--- config.mk ---
export PLATFORM = sky130hd
export DESIGN_NAME = dragon_fpga_top
export DESIGN_NICKNAME = d
export VERILOG_FILES = /design/src/rtl/dragon_fpga_top.sv
export SDC_FILE = /design/constraint.sdc
export NUM_CORES = 1
export LEC_CHECK = 0
export CAP_MARGIN = 20
export CORE_MARGIN = 2
export CORE_UTILIZATION = 30
export DETAILED_ROUTE_END_ITERATION = 7
export GPL_ROUTABILITY_DRIVEN = 0
export PLACE_DENSITY = 0.58
export SLEW_MARGIN = 40
export SYNTH_ARGS = -nofsm -noshare
export SYNTH_HDL_FRONTEND = slang
export SYNTH_SLANG_ARGS = --single-unit
--- constraint.sdc ---
create_clock -name emu_clk -period 2.5 [get_ports emu_clk]
set_input_delay 0.25 -clock emu_clk [delete_from_list [all_inputs] [get_ports emu_clk]]
set_output_delay 0.25 -clock emu_clk [all_outputs]
set_load 0.02 [all_outputs]
--- src/rtl/dragon_fpga_top.sv ---
// DragonPHY emulation loopback: PRBS7 TX -> fixed-delay channel -> PRBS7 checker.
// All link state advances on alternate emu_clk cycles (tick = phase).
module dragon_fpga_top #(
    parameter int         CHAN_DELAY = 8,
    parameter logic [6:0] PRBS_SEED  = 7'h01,
    parameter int         ERR_LIMIT  = 4
) (
    input  logic        emu_clk,
    input  logic        rst,
    input  logic        rst_user,
    input  logic        inject_err,
    output logic [31:0] number,
    output logic [15:0] err_count,
    output logic        locked,
    output logic        tx_bit,
    output logic        rx_bit
);
    localparam int            MW       = $clog2(ERR_LIMIT + 1);
    localparam logic [MW-1:0] MISS_MAX = MW'(ERR_LIMIT);

    typedef enum logic [1:0] {IDLE, LOAD, CHECK} state_e;

    state_e                state_q, state_d;
    logic                  phase_q, phase_d;
    logic                  tick;
    logic [6:0]            tx_q, tx_d;
    logic [CHAN_DELAY-1:0] chan_q, chan_d;
    logic                  inj_q, inj_d;
    logic [6:0]            ck_q, ck_d;
    logic [2:0]            cnt_q, cnt_d;
    logic [MW-1:0]         miss_q, miss_d;
    logic [31:0]           num_q, num_d;
    logic [15:0]           err_q, err_d;
    logic                  locked_q, locked_d;
    logic                  pred;

    assign tick      = phase_q;
    assign tx_bit    = tx_q[6];
    assign rx_bit    = chan_q[CHAN_DELAY-1] ^ inj_q;
    assign number    = num_q;
    assign err_count = err_q;
    assign locked    = locked_q;

    always_comb begin
        phase_d = ~phase_q;
        tx_d    = tx_q;
        chan_d  = chan_q;
        inj_d   = inj_q;
        if (tick) begin
            tx_d   = {tx_q[5:0], tx_q[6] ^ tx_q[5]};
            chan_d = (chan_q << 1) | CHAN_DELAY'(tx_q[6]);
            inj_d  = inject_err;
        end
    end

    // Checker always shifts in the received bit, so it resynchronizes by itself.
    always_comb begin
        state_d = state_q;
        ck_d    = ck_q;
        cnt_d   = cnt_q;
        miss_d  = miss_q;
        num_d   = num_q;
        err_d   = err_q;
        pred    = ck_q[6] ^ ck_q[5];
        if (rst_user) begin
            state_d = IDLE;
            cnt_d   = 3'd0;
            miss_d  = '0;
            num_d   = 32'd0;
            err_d   = 16'd0;
        end else if (tick) begin
            unique case (state_q)
                IDLE: begin
                    state_d = LOAD;
                    cnt_d   = 3'd0;
                end
                LOAD: begin
                    ck_d  = {ck_q[5:0], rx_bit};
                    cnt_d = cnt_q + 3'd1;
                    if (cnt_q == 3'd6) begin
                        cnt_d   = 3'd0;
                        state_d = (ck_d == 7'd0) ? LOAD : CHECK;
                    end
                end
                CHECK: begin
                    ck_d = {ck_q[5:0], rx_bit};
                    if (rx_bit == pred) begin
                        num_d = num_q + 32'd1;
                    end else begin
                        if (err_q != 16'hFFFF) err_d = err_q + 16'd1;
                        miss_d = miss_q + 1'b1;
                        if (miss_d == MISS_MAX) begin
                            state_d = LOAD;
                            miss_d  = '0;
                        end
                    end
                end
                default: state_d = IDLE;
            endcase
        end
        locked_d = (state_d == CHECK);
    end

    always_ff @(posedge emu_clk or posedge rst) begin
        if (rst) begin
            phase_q  <= 1'b0;
            tx_q     <= PRBS_SEED;
            chan_q   <= '0;
            inj_q    <= 1'b0;
            state_q  <= IDLE;
            ck_q     <= 7'd0;
            cnt_q    <= 3'd0;
            miss_q   <= '0;
            num_q    <= 32'd0;
            err_q    <= 16'd0;
            locked_q <= 1'b0;
        end else begin
            phase_q  <= phase_d;
            tx_q     <= tx_d;
            chan_q   <= chan_d;
            inj_q    <= inj_d;
            state_q  <= state_d;
            ck_q     <= ck_d;
            cnt_q    <= cnt_d;
            miss_q   <= miss_d;
            num_q    <= num_d;
            err_q    <= err_d;
            locked_q <= locked_d;
        end
    end
endmodule

# After elaboration in Yosys (flattened, before gate mapping)
# Index checks and enable logic that the tools add are counted.
dict set report op_classes {
  add_sub_neg 4
  n_eq_ne 8
  mux 25
  n_bitwise 6
  n_reduce_logical 13
}
# operator n
set op_table {}
lappend op_table {{$mux W32} 4}
lappend op_table {{$mux W16} 5}
lappend op_table {{$add A32 B1 Y32 const B} 1}
lappend op_table {{$mux W3} 8}
lappend op_table {{$add A16 B1 Y16 const B} 1}
lappend op_table {{$ne A16 B16 Y1 const B} 1}
lappend op_table {{$mux W2} 6}
lappend op_table {{$reduce_and A3 Y1} 3}
lappend op_table {{$or A8 B1 Y8} 1}
lappend op_table {{$reduce_bool A2 Y1} 4}
lappend op_table {{$logic_not A7 Y1} 1}
lappend op_table {{$add A3 B1 Y3 const B} 2}
lappend op_table {{$eq A3 B3 Y1 const B} 2}
lappend op_table {{$pmux W2 S3} 1}
lappend op_table {{$pmux W3 S2} 1}
lappend op_table {{$eq A2 B2 Y1 const B} 2}
lappend op_table {{$reduce_and A4 Y1} 1}
lappend op_table {{$reduce_bool A3 Y1} 1}
lappend op_table {{$xor A1 B1 Y1} 3}
lappend op_table {{$eq A2 B1 Y1 const B} 1}
lappend op_table {{$logic_not A2 Y1} 1}
lappend op_table {{$ne A2 B2 Y1 const B} 1}
lappend op_table {{$not A1 Y1} 2}
lappend op_table {{$reduce_and A2 Y1} 1}
lappend op_table {{2 further kinds} 2}
dict set report word_totals {
  register_bits 81
  inputBits 4
  word_cells 67
}

# Depth between registers and ports, before layout
# Gate-level depths: netlist of run 1.
dict set report logic_depth {
  ltp_word 8
  ltp_mapped 9
  mapped_depth_nobuf 7
}

# Least setup slack after synthesis of run 1
# No wires, ideal clock.
dict set report synth_timing {
  path_type {reg-to-reg}
  from {register state_q[0]}
  to {register num_q[28] (netlist: number[28])}
  setup_ns 0.125
  arrival_time_ns 2.147
  required_time_ns 2.375
  path_slack_ns 0.228
  path_stages_with_launch 10
  synth_period_minus_slack_ns 2.272
  cell_sequence {dfrtp_1 > inv_1 > ha_1 > and2_1 > clkbuf_1 > and3_1 > a31oi_4 > buf_6 > nor4b_1 > mux2_2}
}
dict set report synth_between {
  elab_chain_len 3
}
# item line_no
set synth_lines {}
lappend synth_lines {{start: declaration} 23} ;# state_e state_q, state_d;
lappend synth_lines {{start signal: assignment} 122} ;# state_q <= state_d;
lappend synth_lines {{$eq A2 B2 Y1} 72} ;# unique case (state_q)
lappend synth_lines {{$reduce_bool A2 Y1 (no source line)} n/a}
lappend synth_lines {{$reduce_and A3 Y1 (no source line)} n/a}
lappend synth_lines {{end signal: assignment} 126} ;# num_q <= num_d;
lappend synth_lines {{end: declaration} 32} ;# logic [31:0] num_q, num_d;
# No other way between the ends.
# A chain may end at the register's enable or synchronous reset.

# Worst setup path after layout of run 1
dict set report layout_timing {
  from {register state_q[0]}
  to {register num_q[17] (netlist: number[17])}
}
# The elaborated chain is that of the path after synthesis.

==> results of run 1 <==
## final cells by class
cell class	instances	area [µm²]
flip-flops and latches	81	2030
well taps	180	225
multi-input cells	314	2070
inverters	10	38.8
clock inverters	2	13.8
clock buffers	14	274
fillers	1341	8540
repair buffers	66	638
## final timing paths
check                      cells after the start                     end  slack (ps)
max in group asynchronous                      3     ck_q[5]$_DFFE_PP0P_        1570
hold reg to reg                                2     tx_q[0]$_DFFE_PP1P_         490
setup reg to reg                               8  number[17]$_DFFE_PP0P_         200
min in group emu_clk                           3  number[10]$_DFFE_PP0P_         370
hold / removal                                 2   chan_q[3]$_DFFE_PP0P_         190
setup / recovery                               8  number[17]$_DFFE_PP0P_         200
## metrics by stage
stage / power, mW / setup slack [ps] / utilization
6_report: 2.85 / 204 / 0.382
3_3_place_gp: 1.58 / 266 / 0.362
4_1_cts: 2.88 / 206 / 0.382
5_1_grt: 2.96 / 39.2 / 0.382
2_1_floorplan: 1.53 / 172 / -
3_5_place_dp: 1.58 / 213 / 0.362
## registers in the layout, indices dropped and copies added, names as in the netlist, 2 cells and up
| name | cells |
|---|---|
| err_count | 16 |
| cnt_q | 3 |
| tx_q | 7 |
| miss_q | 3 |
| chan_q | 8 |
| state_q | 2 |
| ck_q | 7 |
| number | 32 |
## metal layers
layer  GRT usage  vias to the layer above  share of wire
li1            -                     1645              -
met1       0.177                     1662           0.47
met2       0.224                       52           0.48
met4      0.0546                        0          0.017
met5           0                        -              0
met3      0.0353                       17          0.034
## synthesized netlist by cell type, types with 3 or more instances
cell type  instances  area, µm²
buf_1              4       15.0
ha_1               8        100
mux2_2            29        327
clkbuf_1          12       45.0
nand2b_1           3       18.8
nand4_1           17        106
xnor2_1           12        105
or3_1             10       62.6
and4_1             5       43.8
nand3_1           15       75.1
and3_1             7       43.8
o31ai_1            5       37.5
nand2_1           35        131
nor4_1            11       68.8
nor2_1            43        161
inv_1             10       37.5
xor2_1             5       43.8
a21oi_1           22        110
o21ai_0           22        110
dfrtp_1           80       2000
and2_1             3       18.8
nor3_1            11       55.1
nor2b_1           15       93.8
or4_1             12       90.1
## logic make-up after synthesis
kind of cell	after synthesis	synth area share
xor gates and xnor gates	21	0.0561
buffers and inverters	29	0.0282
adders and majority gates	8	0.0237
DFF	81	0.481
and+or+nand+nor	192	0.240
AOI/OAI and AO/OA	63	0.0914
muxes	30	0.0798
## where the power goes
group / total, mW / internal (mW) / leakage (nW) / switching, mW
Sequential: 1.37 / 1.34 / 1.12 / 0.0259
Clock: 1.30 / 0.756 / 0.143 / 0.540
Combinational: 0.183 / 0.0719 / 0.929 / 0.111
## worst max-delay path, stage by stage (launching register included)
cell     delay, ps
dfrtp_1        400
inv_1          110
ha_1           260
and2_1         180
and3_1         200
a31oi_4        430
buf_4          260
nor3_1          60
mux2_2         280
==> metrics.csv, run 1 <==
stage,metric,value,unit
clock_tree,clk slew on worst S/H paths,60,ps
final_layout,Area Overhead vs Synth,25.4,%
die,core area,0.0138,mm²
synthesis,register area share after synthesis,0.481,
clock_tree,CTS resizes,0,
timing,Tmin final,2300,ps
timing,period utilization,0.919,
power,Leakage,2.19,nW
timing,Setup TNS,0,ps
drt,Detailed Route WL,9720,µm
setup_path,CP Launch Type,flop,
timing,Max Clock Skew,14.8,ps
clock_tree,Setup Buffers After CTS,0,
setup_path,crit-path max FO,19,
die,io pins,55,
drt,drt first pass iters,4,
timing,Fin Hold WS,187,ps
final_layout,nets,494,
setup_path,critical path type,reg -> reg,
job,Max Cap Viol,0,
final_layout,proportion of layout cells with a drive suffix above 1,0.133,
placement,Placed Cells,651,
timing,max_slew headroom,0.658,
die,die boundary height,123,µm
final_layout,"commonest non-fill, non-tap cell in the layout",dfrtp_1,
worst_hold_path,Hold WC Path Type,in -> async,
die,Initial Utilization,0.305,
setup_path,Setup crit start,state_q[0]$_DFF_PP0_,
timing,final setup violation count,0,
timing,final hold viol count,0,
final_layout,most frequent cells in the layout,"dfrtp_1 (80), clkdlybuf4s50_1 (53), nor2_1 (43)",
clock_tree,root buf cell,clkbuf_16,
final_layout,antenna diode count,0,
synthesis,Syn Nets,436,
clock_tree,cts bufs inserted,9,
synthesis,number of distinct library cells after synthesis,47,
global_routing,largest net degree at the start of global routing,74,
timing,unrepaired setup endpoints after global routing,false,
drt,drt drc,0,
global_routing,initial antenna violation count,0,
clock_tree,Clock Tree Buf Depth,2,
placement,port bufs,54,
synthesis,cell count after synthesis,424,
drt,1st-iter DRT viols,168,
synthesis,Ys Warns,0,
global_routing,All-Layer GR Usage,0.138,
synthesis,Post-Syn Area,0.00422,mm²
setup_path,WP data required,2740,ps
final_layout,Finished Layout Cells,667,
synthesis,"Primary FF master, synth",dfrtp_1,
synthesis,Synth async-reset ratio,1.00,
placement,HPWL after DPL,6680,µm
power,Peak supply drop,0.316,mV
setup_path,Crit. End Element,flop,
global_routing,total grt overflow,0,
die,num rows,43,
die,Die Width,123,µm
synthesis,syn_area_per_cell,9.95,µm²
global_routing,vias in the first global route,3344,
placement,Placed Area,0.00500,mm²
clock_tree,CTS Sinks,81,
drt,via count,3376,
final_layout,post-route cell area,0.00529,mm²
timing,actual slew at the worst max-slew pin,511,ps
setup_path,Worst R2R Start,state_q[0]$_DFF_PP0_,
drt,Vias/cell,5.06,
clock_tree,later-pin clock latency in the skew report,350,ps
clock_tree,cts hold-fix bufs,0,
status,status,"finished, final reports clean",
synthesis,"EDFF count, synth",0,
die,die area,0.0150,mm²
global_routing,first-pass GRT wire length,16400,µm
clock_tree,CTS tree,built,
synthesis,Synth Register Bits,81,
drt,remaining antenna violation count,0,
clock_tree,CTS H-tree depth,3,
setup_path,WP data arrival,2530,ps
drt,routed length per placed instance,14.6,µm
timing,fmax,435,MHz
timing,"Slew Viols, Final",0,
power,Pwr Density,539,mW/mm²
Power figures use the tool's default switching activity.
==> run 2: changes to the inputs <==
--- a/config.mk
+++ b/config.mk
@@ -11,6 +11,7 @@
 export DETAILED_ROUTE_END_ITERATION = 7
 export GPL_ROUTABILITY_DRIVEN = 0
 export PLACE_DENSITY = 0.58
+export SETUP_SLACK_MARGIN = 0.15
 export SLEW_MARGIN = 40
 export SYNTH_ARGS = -nofsm -noshare
 export SYNTH_HDL_FRONTEND = slang
==> run 2 against run 1 <==
Compared with the run above:
- sequential share of layout area fell by 0.16 points
- final area rose by 0.43%
- combinational power barely moved
- first-iteration DRC count increased by 3.0%
- critical path depth is the same
- worst setup slack better by 110 ps
- global-route usage is the same
- die area stayed put
- largest power group unchanged
- largest cell class unchanged
- final cell count rose by 0.45%
==> metrics.csv, run 2 (same netlist as run 1, synthesis figures left out) <==
stage,metric,value,unit,change
status,status,"finished, final reports clean",,
global_routing,All-Layer GR Usage,0.138,,unchanged
power,sw frac,0.236,,-0.00135
timing,fmax,456,MHz,+4.8%
drt,routed length per placed instance,14.5,µm,-0.41%
timing,period utilization,0.876,,-0.0421
timing,Tmin final,2190,ps,-105 ps
timing,Setup TNS,0,ps,unchanged
setup_path,worst path bufs/invs,2,,unchanged
placement,Placed Area,0.00500,mm²,unchanged
clock_tree,CTS H-tree depth,3,,unchanged
job,Max Cap Viol,0,,unchanged
clock_tree,Clock Tree Buf Depth,2,,unchanged
timing,unrepaired setup endpoints after global routing,false,,
power,clock share of power,0.454,,about the same
clock_tree,CTS resizes,0,,unchanged
timing,actual slew at the worst max-slew pin,515,ps,+3.66 ps
drt,wire length on met2,4680,µm,-0.53%
final_layout,proportion of layout cells with a drive suffix above 1,0.139,,+0.00531
placement,Placed Cells,651,,unchanged
drt,drt drc,0,,unchanged
drt,drt first pass iters,4,,unchanged
final_layout,max reg flops,32,,unchanged
setup_path,CP Launch Type,flop,,
power,Pwr Density,535,mW/mm²,-0.61%
global_routing,vias in the first global route,3344,,unchanged
timing,Max Clock Skew,14.8,ps,+0.0294 ps
setup_path,CP peak stage delay,410,ps,-20 ps
power,Sw Pwr,671,µW,-0.75%
global_routing,first-pass GRT wire length,16400,µm,unchanged
die,Initial Utilization,0.305,,unchanged
final_layout,post-route cell area,0.00531,mm²,+0.43%
power,Gate power share,0.064,,about the same
final_layout,"commonest non-fill, non-tap cell in the layout",dfrtp_1,,
placement,pre-CTS setup slack,213,ps,unchanged
drt,Detailed Route WL,9720,µm,about the same
final_layout,nets,497,,+0.61%
clock_tree,CTS tree,built,,
timing,final setup margin,309,ps,+105 ps
setup_path,slowest cell on the critical path,dfrtp_1,,
global_routing,total grt overflow,0,,unchanged
die,core area,0.0138,mm²,unchanged
final_layout,most frequent cells in the layout,"dfrtp_1 (80), clkdlybuf4s50_1 (53), nor2_1 (43)",,
timing,"Slew Viols, Final",0,,unchanged
power,Leakage,2.20,nW,+0.57%
global_routing,initial antenna violation count,0,,unchanged
drt,1st-iter DRT viols,173,,+3.0%
clock_tree,CTS Sinks,81,,unchanged
drt,via count,3379,,+0.089%
clock_tree,later-pin clock latency in the skew report,350,ps,about the same
setup_path,WP data arrival,2430,ps,-100 ps
final_layout,antenna diode count,0,,unchanged
worst_hold_path,Hold WC Path Type,in -> async,,
setup_path,crit-path max FO,13,,-6
die,die area,0.0150,mm²,unchanged
die,die boundary height,123,µm,unchanged
drt,M1 WL,4550,µm,+0.53%
global_routing,largest net degree at the start of global routing,74,,unchanged
setup_path,critical path type,reg -> reg,,
die,io pins,55,,unchanged
die,Die Width,123,µm,unchanged
final_layout,Finished Layout Cells,670,,+0.45%
placement,port bufs,54,,unchanged
clock_tree,clk slew on worst S/H paths,60,ps,about the same
setup_path,WP data required,2740,ps,about the same
drt,Vias/cell,5.04,,-0.36%
timing,max_slew headroom,0.655,,-0.00245
power,Int Power,2.17,mW,about the same
power,Flop pwr share,0.482,,about the same
drt,remaining antenna violation count,0,,unchanged
clock_tree,cts bufs inserted,9,,unchanged
setup_path,Crit. End Element,flop,,
placement,HPWL after DPL,6680,µm,unchanged
power,PnR Total Power,2.84,mW,-0.19%
drt,Top Layer Used,met4,,
timing,final hold viol count,0,,unchanged
drt,routed wl met3,326,µm,unchanged
setup_path,crit path cell chain,inv_1 -> ha_1 -> and2_1 -> and3_1 -> a31oi_4 -> buf_4 -> nor3_1 -> mux2_2,,
timing,final setup violation count,0,,unchanged
final_layout,Area Overhead vs Synth,25.9,%,
die,num rows,43,,unchanged
setup_path,"CP delay by family, top",simple AND/OR/NAND/NOR gates,,
power,Peak supply drop,0.314,mV,-0.67%
clock_tree,root buf cell,clkbuf_16,,
==> run 2: routing by layer <==
layer,up-vias,GRT usage
met3,16,0.0353
met2,53,0.224
met4,0,0.0546
met5,-,0
met1,1660,0.177
li1,1650,-
==> run 2: worst register-to-register path, delay by kind of cell (launching register included) <==
family                   cells  cell delay, ps
adder cells (fa/ha/maj)      1             250
AO/OA/AOI/OAI                1             170
flip-flops                   1             410
multiplexers                 1             350
buffers and inverters        2             320
AND/OR/NAND/NOR              3             570
==> run 2: repair_timing <==
item / CTS / global route
setup buffers: 0 / 3
setup endpoints to repair: 0 / 8
hold buffers: 0 / 0
==> run 2: through the flow <==
step | hold WS [ps] | utilization
floorplan | 402 | -
global placement | 482 | 0.362
detailed placement | 482 | 0.362
CTS | 204 | 0.382
global route | 221 | 0.384
finish | 189 | 0.384
==> run 2: power groups by stage <==
stage,clock (mW),combinational (mW),sequential (mW)
floorplan,0,0.138,1.39
global placement,0,0.184,1.39
detailed placement,0,0.187,1.39
CTS,1.32,0.188,1.37
global route,1.38,0.206,1.37
finish,1.29,0.182,1.37
==> run 2: final timing paths <==
check                                           from                     end  slack (ps)  depth (start not counted)
worst min register to register   tx_q[0]$_DFFE_PP1P_     tx_q[0]$_DFFE_PP1P_         490                          2
worst max-delay path            state_q[0]$_DFF_PP0_  number[25]$_DFFE_PP0P_         310                          8
min in group emu_clk                        rst_user  number[10]$_DFFE_PP0P_         380                          3
worst max register to register  state_q[0]$_DFF_PP0_  number[25]$_DFFE_PP0P_         310                          8
max in group asynchronous                        rst     ck_q[5]$_DFFE_PP0P_        1570                          3
worst min-delay path                             rst   chan_q[3]$_DFFE_PP0P_         190                          2
==> run 2: layout make-up <==
cell class                      count  area (µm²)
Fill cell                        1338        8520
Timing Repair Buffer               69         661
Tap cell                          180         225
Clock inverter                      2        13.8
Clock buffer                       14         274
Sequential cell                    81        2030
Multi-Input combinational cell    314        2070
Inverter                           10        38.8
==> run 3: changes to the inputs <==
--- a/config.mk
+++ b/config.mk
@@ -5,12 +5,13 @@
 export SDC_FILE = /design/constraint.sdc
 export NUM_CORES = 1
 export LEC_CHECK = 0
-export CAP_MARGIN = 20
+export ABC_AREA = 1
+export CAP_MARGIN = 10
 export CORE_MARGIN = 2
 export CORE_UTILIZATION = 30
 export DETAILED_ROUTE_END_ITERATION = 7
 export GPL_ROUTABILITY_DRIVEN = 0
-export PLACE_DENSITY = 0.58
+export PLACE_DENSITY = 0.57
 export SETUP_SLACK_MARGIN = 0.15
 export SLEW_MARGIN = 40
 export SYNTH_ARGS = -nofsm -noshare
==> run 3 against run 2 <==
Compared with the run above:
- final cell count grew 38%
- combinational power grew 96%
- via count rose by 25%
- final area grew 9.5%
- register-to-register slack better by 160 ps
- clock-buffer cell count decreased by 5
- fmax is 8.1% higher
- core utilization fell by 0.31 points
- flip-flop and latch count unchanged
- clock power increased by 14%
- critical path depth down 1
- clock skew down 7.0 ps
==> metrics.csv, run 3 <==
stage,metric,value,unit,change
status,status,"finished, final reports clean",,
setup_path,WP data arrival,2280,ps,-150 ps
drt,routed length per placed instance,13.1,µm,-9.8%
global_routing,vias in the first global route,4074,,+22%
drt,remaining antenna violation count,0,,unchanged
clock_tree,CTS resizes,0,,unchanged
synthesis,Syn Nets,667,,+53%
setup_path,critical path type,reg -> reg,,
timing,Max Clock Skew,7.78,ps,-7.01 ps
setup_path,Crit. End Element,flop,,
final_layout,Area Overhead vs Synth,24.0,%,
drt,drt first pass iters,5,,+1
setup_path,WP data required,2750,ps,about the same
clock_tree,clk slew on worst S/H paths,60,ps,about the same
global_routing,All-Layer GR Usage,0.154,,+0.0151
timing,unrepaired setup endpoints after global routing,false,,
final_layout,post-route cell area,0.00581,mm²,+9.5%
die,num rows,45,,+4.7%
die,core area,0.0153,mm²,+10%
die,die area,0.0166,mm²,+11%
global_routing,largest net degree at the start of global routing,48,,-35%
synthesis,Synth Register Bits,81,,unchanged
final_layout,nets,723,,+45%
final_layout,"Core Util, Final",0.381,,-0.00307
placement,HPWL after DPL,8750,µm,+31%
setup_path,CP Launch Type,flop,,
drt,1st-iter DRT viols,214,,+24%
global_routing,total grt overflow,0,,unchanged
job,Max Cap Viol,0,,unchanged
timing,"Slew Viols, Final",0,,unchanged
final_layout,max reg flops,32,,unchanged
synthesis,"EDFF count, synth",0,,unchanged
synthesis,number of distinct library cells after synthesis,37,,-21%
timing,Fin Hold WS,178,ps,-10.9 ps
clock_tree,Setup Buffers After CTS,0,,unchanged
clock_tree,CTS tree,built,,
timing,Setup TNS,0,ps,unchanged
setup_path,Worst R2R Start,state_q[0]$_DFF_PP0_,,
drt,Vias/cell,4.57,,-9.4%
setup_path,reg2reg path depth,7,,-1
die,io pins,55,,unchanged
final_layout,"commonest non-fill, non-tap cell in the layout",nand2_1,,
die,Initial Utilization,0.307,,+0.00230
synthesis,post-synth top area cell,dfrtp_1,,
final_layout,fillcell total,1611,,+20%
clock_tree,CTS Sinks,81,,unchanged
synthesis,most common cell in the synthesized netlist,nand2_1,,
timing,final setup violation count,0,,unchanged
worst_hold_path,Hold WC Path Type,in -> async,,
synthesis,largest family of logic cells by synthesized area,simple AND/OR/NAND/NOR gates,,
timing,Tmin final,2030,ps,-164 ps
placement,Placed Cells,911,,+40%
synthesis,xor/xnor share of the synthesized area,0.0374,,-0.0187
synthesis,Post-Syn Area,0.00469,mm²,+11%
power,Leakage,2.52,nW,+15%
setup_path,Reg2Reg Capture Point,number[3]$_DFFE_PP0P_,,
setup_path,R2R setup slack,470,ps,+160 ps
setup_path,Setup crit start,state_q[0]$_DFF_PP0_,,
timing,period utilization,0.811,,-0.0657
clock_tree,Clock Tree Buf Depth,2,,unchanged
drt,drt drc,0,,unchanged
setup_path,slowest cell on the critical path,inv_1,,
final_layout,proportion of layout cells with a drive suffix above 1,0.0656,,-0.0731
synthesis,Synth async-reset ratio,1.00,,unchanged
die,Die Width,129,µm,+5.3%
timing,final hold viol count,0,,unchanged
setup_path,"CP delay by family, top",buffers and inverters,,
setup_path,worst path bufs/invs,2,,unchanged
synthesis,cell count after synthesis,655,,+54%
final_layout,antenna diode count,0,,unchanged
timing,actual slew at the worst max-slew pin,595,ps,+79.6 ps
setup_path,Critical Path Sink,number[3]$_DFFE_PP0P_,,
synthesis,syn_area_per_cell,7.16,µm²,-28%
synthesis,simple-gate share of the synthesized area,0.368,,+0.128
synthesis,register area share after synthesis,0.432,,-0.0484
synthesis,Ys Warns,0,,unchanged
clock_tree,later-pin clock latency in the skew report,350,ps,about the same
drt,Detailed Route WL,12100,µm,+25%
final_layout,most frequent cells in the layout,"nand2_1 (236), dfrtp_1 (80), nor2_1 (78)",,
clock_tree,cts hold-fix bufs,0,,unchanged
synthesis,"top cells by area, synth","dfrtp_1 (43%), nand2_1 (19%), nor2_1 (6.2%)",,
placement,Placed Area,0.00549,mm²,+9.7%
die,die boundary height,129,µm,+5.3%
power,PnR Total Power,3.26,mW,+15%
timing,fmax,493,MHz,+8.1%
synthesis,adder-cell share of the synthesized area,0.0213,,-0.00239
timing,final setup margin,473,ps,+164 ps
timing,max_slew headroom,0.603,,-0.0520
placement,port bufs,54,,unchanged
synthesis,compound-gate portion of the synthesized area,0.0731,,-0.0183
final_layout,Finished Layout Cells,927,,+38%
clock_tree,CTS H-tree depth,3,,unchanged
synthesis,most frequent cells after synthesis,"nand2_1 (236), dfrtp_1 (80), nor2_1 (78)",,
setup_path,critical path depth,7,,-1
global_routing,initial antenna violation count,0,,unchanged
clock_tree,root buf cell,clkbuf_16,,
placement,pre-CTS setup slack,471,ps,+258 ps
drt,via count,4235,,+25%
power,Peak supply drop,0.323,mV,+2.9%
global_routing,first-pass GRT wire length,20300,µm,+24%
synthesis,share of the synthesized area in the top cell type,0.427,,-0.0477
power,Pwr Density,560,mW/mm²,+4.7%
synthesis,post-synthesis mux area share,0,,-0.0798
clock_tree,cts bufs inserted,9,,unchanged
setup_path,crit-path max FO,20,,+7
synthesis,"Primary FF master, synth",dfrtp_1,,
setup_path,CP peak stage delay,530,ps,+120 ps
setup_path,crit path cell chain,inv_1 -> ha_1 -> nand3_2 -> nand2_1 -> inv_1 -> nand2_1 -> o31ai_1,,
==> run 3: cell types whose count changed after synthesis, sizes merged, moves of 12 or more <==
cell,previous run,this run
nand2,35,242
inv,10,60
nor2,43,82
mux2,29,0
nand3,15,39
o21ai,22,42
nor2b,15,0
or4,12,0
==> run 3: worst min path at each step <==
stage,start,end,slack [ps],depth (start not counted)
6_report,rst,err_count[3]$_DFFE_PP0P_,180,2
3_5_place_dp,chan_q[4]$_DFFE_PP0P_,chan_q[4]$_DFFE_PP0P_,460,2
2_1_floorplan,inject_err,inj_q$_DFFE_PP0P_,370,2
5_1_grt,rst,err_count[1]$_DFFE_PP0P_,210,2
4_1_cts,rst,err_count[1]$_DFFE_PP0P_,180,2
3_3_place_gp,chan_q[4]$_DFFE_PP0P_,chan_q[4]$_DFFE_PP0P_,450,2
==> run 3: per-layer routing <==
metal / part of all wire / GRT usage / wire (µm)
met5: 0 / 0 / 0
met2: 0.45 / 0.240 / 5410
met4: 0.021 / 0.0550 / 260
met1: 0.49 / 0.209 / 5930
met3: 0.043 / 0.0355 / 527
==> run 3: worst reg2reg max path, delay by kind of cell (launching register included) <==
family	cells	cell delay (ps)
AO/OA/AOI/OAI	1	90
flip-flops	1	410
buffers and inverters	2	630
adder cells (fa/ha/maj)	1	280
AND/OR/NAND/NOR	3	520
==> run 3: cell type report <==
type | instances | area (µm²) | area share
clock buffer | 9 | 225 | 0.0387
clock inverter | 7 | 103 | 0.0176
tap | 211 | 264 | 0.0454
inverter | 60 | 229 | 0.0394
timing repair buffer | 63 | 621 | 0.107
sequential | 81 | 2030 | 0.349
multi-input combinational | 496 | 2340 | 0.403
==> run 3: cells by family (layout without fill, tap and decap cells) <==
group	after synthesis	after routing
flops	81	81
buf+inv	78	139
xor+xnor	20	20
fa+ha+maj	8	8
compound gates	61	61
simple gates	407	407
==> run 3: power breakdown <==
part / leakage, nW / switching, mW / internal (mW)
registers: 1.10 / 0.0583 / 1.37
logic: 1.26 / 0.232 / 0.125
clock network: 0.157 / 0.587 / 0.886
